==> src/rtl/eis_mul_seq.sv <==
// rtl/eis_mul_seq.sv - EIS MUL sequencer: drives the iterative multiplier, writes back the product, sets condition codes.
module eis_mul_seq #(
  parameter int TIMEOUT = 32,
  parameter int TW      = 6
) (
  input  logic        clk,
  input  logic        reset_n,
  input  logic        start,
  input  logic [2:0]  rs,
  input  logic [15:0] src,
  input  logic [15:0] dst,
  output logic        busy,
  output logic        done,
  output logic        err,
  output logic        mul_ready,
  output logic [15:0] mul_a,
  output logic [15:0] mul_b,
  input  logic        mul_done,
  input  logic [31:0] mul_product,
  output logic        rf_we,
  output logic [2:0]  rf_waddr,
  output logic [15:0] rf_wdata,
  output logic        cc_we,
  output logic        cc_n,
  output logic        cc_z,
  output logic        cc_v,
  output logic        cc_c
);

  typedef enum logic [2:0] {
    S_IDLE = 3'd0,
    S_RUN  = 3'd1,
    S_WRH  = 3'd2,
    S_WRL  = 3'd3,
    S_ERR  = 3'd4
  } state_t;

  localparam logic [TW-1:0] CNT_LAST = TW'(TIMEOUT - 1);

  state_t        state_q, state_d;
  logic [15:0]   a_q, b_q;
  logic [2:0]    rs_q;
  logic [31:0]   prod_q;
  logic [TW-1:0] cnt_q;
  logic          prod_ovf;

  always_ff @(posedge clk or negedge reset_n) begin
    if (!reset_n) begin
      state_q <= S_IDLE;
    end else begin
      state_q <= state_d;
    end
  end

  // Operands, destination and product are captured only at the state transitions that own them.
  always_ff @(posedge clk or negedge reset_n) begin
    if (!reset_n) begin
      a_q    <= '0;
      b_q    <= '0;
      rs_q   <= '0;
      prod_q <= '0;
      cnt_q  <= '0;
    end else begin
      if (state_q == S_IDLE && start) begin
        a_q   <= src;
        b_q   <= dst;
        rs_q  <= rs;
        cnt_q <= '0;
      end
      if (state_q == S_RUN) begin
        if (mul_done) begin
          prod_q <= mul_product;
        end else begin
          cnt_q <= cnt_q + TW'(1);
        end
      end
    end
  end

  // Product fits a signed 16-bit word only when bits 31..15 are all equal.
  assign prod_ovf = !((&prod_q[31:15]) || !(|prod_q[31:15]));

  assign mul_a = a_q;
  assign mul_b = b_q;

  always_comb begin
    state_d   = state_q;
    busy      = 1'b1;
    done      = 1'b0;
    err       = 1'b0;
    mul_ready = 1'b0;
    rf_we     = 1'b0;
    rf_waddr  = 3'd0;
    rf_wdata  = 16'd0;
    cc_we     = 1'b0;
    cc_n      = 1'b0;
    cc_z      = 1'b0;
    cc_v      = 1'b0;
    cc_c      = 1'b0;
    case (state_q)
      S_IDLE: begin
        busy = 1'b0;
        if (start) begin
          state_d = S_RUN;
        end
      end
      S_RUN: begin
        mul_ready = 1'b1;
        if (mul_done) begin
          state_d = rs_q[0] ? S_WRL : S_WRH;
        end else if (cnt_q == CNT_LAST) begin
          state_d = S_ERR;
        end
      end
      S_WRH: begin
        rf_we    = 1'b1;
        rf_waddr = rs_q;
        rf_wdata = prod_q[31:16];
        state_d  = S_WRL;
      end
      S_WRL: begin
        rf_we    = 1'b1;
        rf_waddr = rs_q | 3'b001;
        rf_wdata = prod_q[15:0];
        cc_we    = 1'b1;
        done     = 1'b1;
        cc_n     = prod_q[31];
        cc_z     = (prod_q == 32'd0);
        cc_c     = prod_ovf;
        state_d  = S_IDLE;
      end
      S_ERR: begin
        err     = 1'b1;
        state_d = S_IDLE;
      end
      default: begin
        state_d = S_IDLE;
      end
    endcase
  end

endmodule
==> config.mk <==
export PLATFORM = sky130hd
export DESIGN_NAME = eis_mul_seq
export DESIGN_NICKNAME = d
export VERILOG_FILES = /design/src/rtl/eis_mul_seq.sv
export SDC_FILE = /design/constraint.sdc
export NUM_CORES = 1
export LEC_CHECK = 0
export CAP_MARGIN = 20
export CORE_MARGIN = 1.5
export CORE_UTILIZATION = 30
export CTS_CLUSTER_SIZE = 40
export DETAILED_ROUTE_END_ITERATION = 6
export PLACE_DENSITY = 0.66
export SYNTH_ARGS = -nofsm -noshare
export SYNTH_HDL_FRONTEND = slang
export SYNTH_SLANG_ARGS = --single-unit
==> constraint.sdc <==
create_clock -name clk -period 2.8 [get_ports clk]
set_clock_uncertainty 0.15 [all_clocks]
set_input_delay 0.56 -clock clk [delete_from_list [all_inputs] [get_ports clk]]
set_output_delay 0.56 -clock clk [all_outputs]
set_load 0.02 [all_outputs]
==> results by group <==
Logic synthesis
  • Synth cell types: 36
  • Synthesized area: 3440 um^2
  • FF+latch count, synth: 76
  • Leading area contributor after synthesis: dfrtp_1
  • Complex-gate fraction of the synthesized area: 1.53%
  • Post-synthesis sequential area ratio: 55.3%
  • Largest family of logic cells by synthesized area: multiplexers
  • Multiplexer share of the synthesized area: 26.6%
  • Yosys top cell area share: 55.3%
  • Mapped Cells: 257
  • Syn avg cell area: 13.4 um^2
  • XOR/XNOR share of the synthesized area: 0.764%
  • Synthesized-area fraction occupied by adder cells: 0.364%
  • Ranking of synthesized cells by area: dfrtp_1 (55%), mux2_2 (22%), mux2i_1 (4.7%), nor2_1 (2.7%), nor4_1 (1.8%)
  • Synth Area in Simple Gates: 11.5%
  • Syn. warnings: 0
  • Mapped Nets: 329

Drt
  • Final wirelength: 8.87 mm
  • Routed Antenna Nets: 0
  • DRC viols: 0
  • Drt first pass iters: 4
  • Post-DR vias/cell: 4.76
  • Iter 0 DRT Violations: 59
  • Vias: 2566
  • Routed wire per std cell: 16.5 um

Pwr
  • Pwr dens: 1150 nW/um^2
  • Pleak: 2.14 nW
  • Max VDD drop: 438 uV

Floorplan
  • Initial core utilization: 31.3%
  • Io pins: 132
  • Core box area: 11000 um^2
  • Die footprint: 12100 um^2
  • Die Height: 110 um
  • Die width: 110 um
  • Rows: 38

GRT
  • Largest net degree at the start of global routing: 46
  • Vias in the first global route: 2679
  • Total global-route track usage: 15.4%
  • Initial antenna violation count: 0
  • Global route total overflow: 0
  • First-pass GRT wire length: 13.7 mm

Worst setup path
  • Critical R2R Launch: state_q[0]
  • Startpoint types: register
  • Worst EP arrival: 1950 ps
  • Flop2flop setup slack: 940 ps
  • Max FO, Critical Path: 2
  • Crit path to: cc_c
  • Critical Path Source: prod_q[31]
  • Worst r2r path cells: 4
  • Worst Path Required: 2090 ps
  • Kind of critical path: register to primary output
  • CP Capture Type: primary output
  • Worst r2r dst: mul_b[8]

Placement
  • Cells after DPL: 522
  • Pre-CTS setup slack: 85.8 ps
  • DP HPWL: 6.73 mm
  • Placed inst area: 4920 um^2
  • I/O Buffers: 130
  • Final RePlAce weighted congestion: 0.918

CTS
  • Hold-fix buffers at CTS: 0
  • CTS tree: yes
  • Max clock buf depth: 2
  • Worst-path clk slew: 60 ps
  • Clk root buf: clkbuf_16
  • H-Tree Depth: 3
  • Clock Sinks: 76
  • Total CTS buffers: 9
  • Worst-skew pair later-pin latency: 330 ps

Finish
  • Final non-filler cell total: 539
  • Share of layout cells above drive strength 1: 25.8%
  • Diodes inserted: 0
  • P&R area growth vs syn: 51.3%
  • Final nets: 466
  • Design area: 5200 um^2

Timing
  • Fin crit share: 95.2%
  • Worst Slack Setup Final: 135 ps
  • Max Freq: 0.375 GHz
  • Post-layout minimum cycle time: 2660 ps
  • Setup-failing EPs final: 0
  • Setup TNS: 0 ps
  • Final hold vios: 0
  • Slew Viols, Final: 0

Flow run
  • Number of max-cap violations: 0

Worst hold path
  • Worst Hold Class: input port to asynchronous set/reset pin

Outcome
  • Status: finished clean
## synthesized netlist by cell type
| library cell | count |
|---|---|
| and4_1 | 1 |
| dfrtp_1 | 76 |
| and3_1 | 1 |
| o31ai_2 | 1 |
| inv_2 | 1 |
| nor4b_4 | 2 |
| o21ai_0 | 1 |
| or3_1 | 2 |
| and3b_1 | 1 |
| mux2i_1 | 16 |
| nand3b_1 | 1 |
| xor2_1 | 3 |
| a21oi_1 | 1 |
| buf_1 | 1 |
| nand3_1 | 1 |
| a22o_1 | 1 |
| a21o_1 | 1 |
| nor3b_1 | 1 |
| nand4_1 | 6 |
| nor4bb_1 | 1 |
| nand2b_1 | 3 |
| nand4_2 | 1 |
| o221ai_1 | 1 |
| nand2_1 | 6 |
| buf_4 | 7 |
| nor2b_1 | 1 |
| buf_2 | 5 |
| nor3_1 | 2 |
| and2_1 | 3 |
| nor2_1 | 25 |
| o21ai_1 | 1 |
| nor4_1 | 10 |
| mux2_2 | 67 |
| ha_1 | 1 |
| conb_1 | 1 |
| buf_6 | 4 |
## placed cells by master (no fill, tap or decap), drive strengths merged, types with 2 or more instances in the layout
| cell type | count |
|---|---|
| clkdlybuf4s50 | 127 |
| dfrtp | 76 |
| mux2 | 67 |
| nor2 | 25 |
| mux2i | 16 |
| clkbuf | 15 |
| buf | 14 |
| nor4 | 10 |
| nand4 | 7 |
| nand2 | 6 |
| nand2b | 3 |
| and2 | 3 |
| xor2 | 3 |
| or3 | 2 |
| nor4b | 2 |
| nor3 | 2 |
| clkinv | 2 |
| o21ai | 2 |
## cell families after synthesis
group / after synthesis
adder cells (fa/ha/maj): 1
AND/OR/NAND/NOR: 68
XOR/XNOR: 3
AO/OA/AOI/OAI: 7
buffers and inverters: 18
flip-flops: 76
multiplexers: 83
other: 1
## worst min path at each step
stage	start	endpoint	slack (ps)	depth (start not counted)
3_5_place_dp	rs_q[1]	rs_q[1]	340	1
5_1_grt	reset_n	mul_a[9]	40	1
2_1_floorplan	reset_n	cnt_q[0]	110	0
4_1_cts	reset_n	mul_b[13]	20	1
6_report	reset_n	mul_b[13]	10	1
3_3_place_gp	rs_q[2]	rs_q[2]	330	1
## layer usage
layer	global-route usage, %	up-vias	share of wire (%)
li1	-	1183	-
met4	7.51	0	2.6
met2	25.5	80	51
met5	0	-	0
met3	4.23	22	5.7
met1	18.5	1281	41
## critical path: stages (launching register included)
cell,delay [ps]
dfrtp_1,390
nor4_2,310
nand4_1,140
nor4_2,270
and3b_1,230
clkdlybuf4s15_1,290
## power breakdown
group / switching [W] / internal, W / total, W
registers: 0.000423 / 0.00163 / 0.00206
clock network: 0.000417 / 0.000622 / 0.00104
logic: 0.00131 / 0.00156 / 0.00287
## state kept, by name, indices dropped and copies added, names as in the netlist
| register | flops |
|---|---|
| prod_q | 32 |
| mul_a | 16 |
| state_q | 3 |
| rs_q | 3 |
| mul_b | 16 |
| cnt_q | 6 |
## through the flow
stage	total power (W)	util (%)	hold slack [ps]
5_1_grt	0.00630	47.4	38.4
6_report	0.00597	47.4	14.7
2_1_floorplan	0.00367	-	114
3_5_place_dp	0.00494	44.8	343
3_3_place_gp	0.00489	44.8	333
4_1_cts	0.00602	47.3	24.4
## area by class of cell
| class | instances | area (um^2) |
|---|---|---|
| Multi-Input combinational cell | 163 | 1440 |
| Fill cell | 974 | 5780 |
| Clock buffer | 14 | 254 |
| Clock inverter | 2 | 10.0 |
| Timing Repair Buffer | 143 | 1420 |
| Tap cell | 140 | 175 |
| Inverter | 1 | 3.75 |
| Sequential cell | 76 | 1900 |
## repair_timing
action	4_1_cts	5_1_grt
endpoints found under the setup margin	2	2
setup buffers	0	1
pin swaps	0	3
resized for setup	4	4
(Power assumes the default switching activity.)
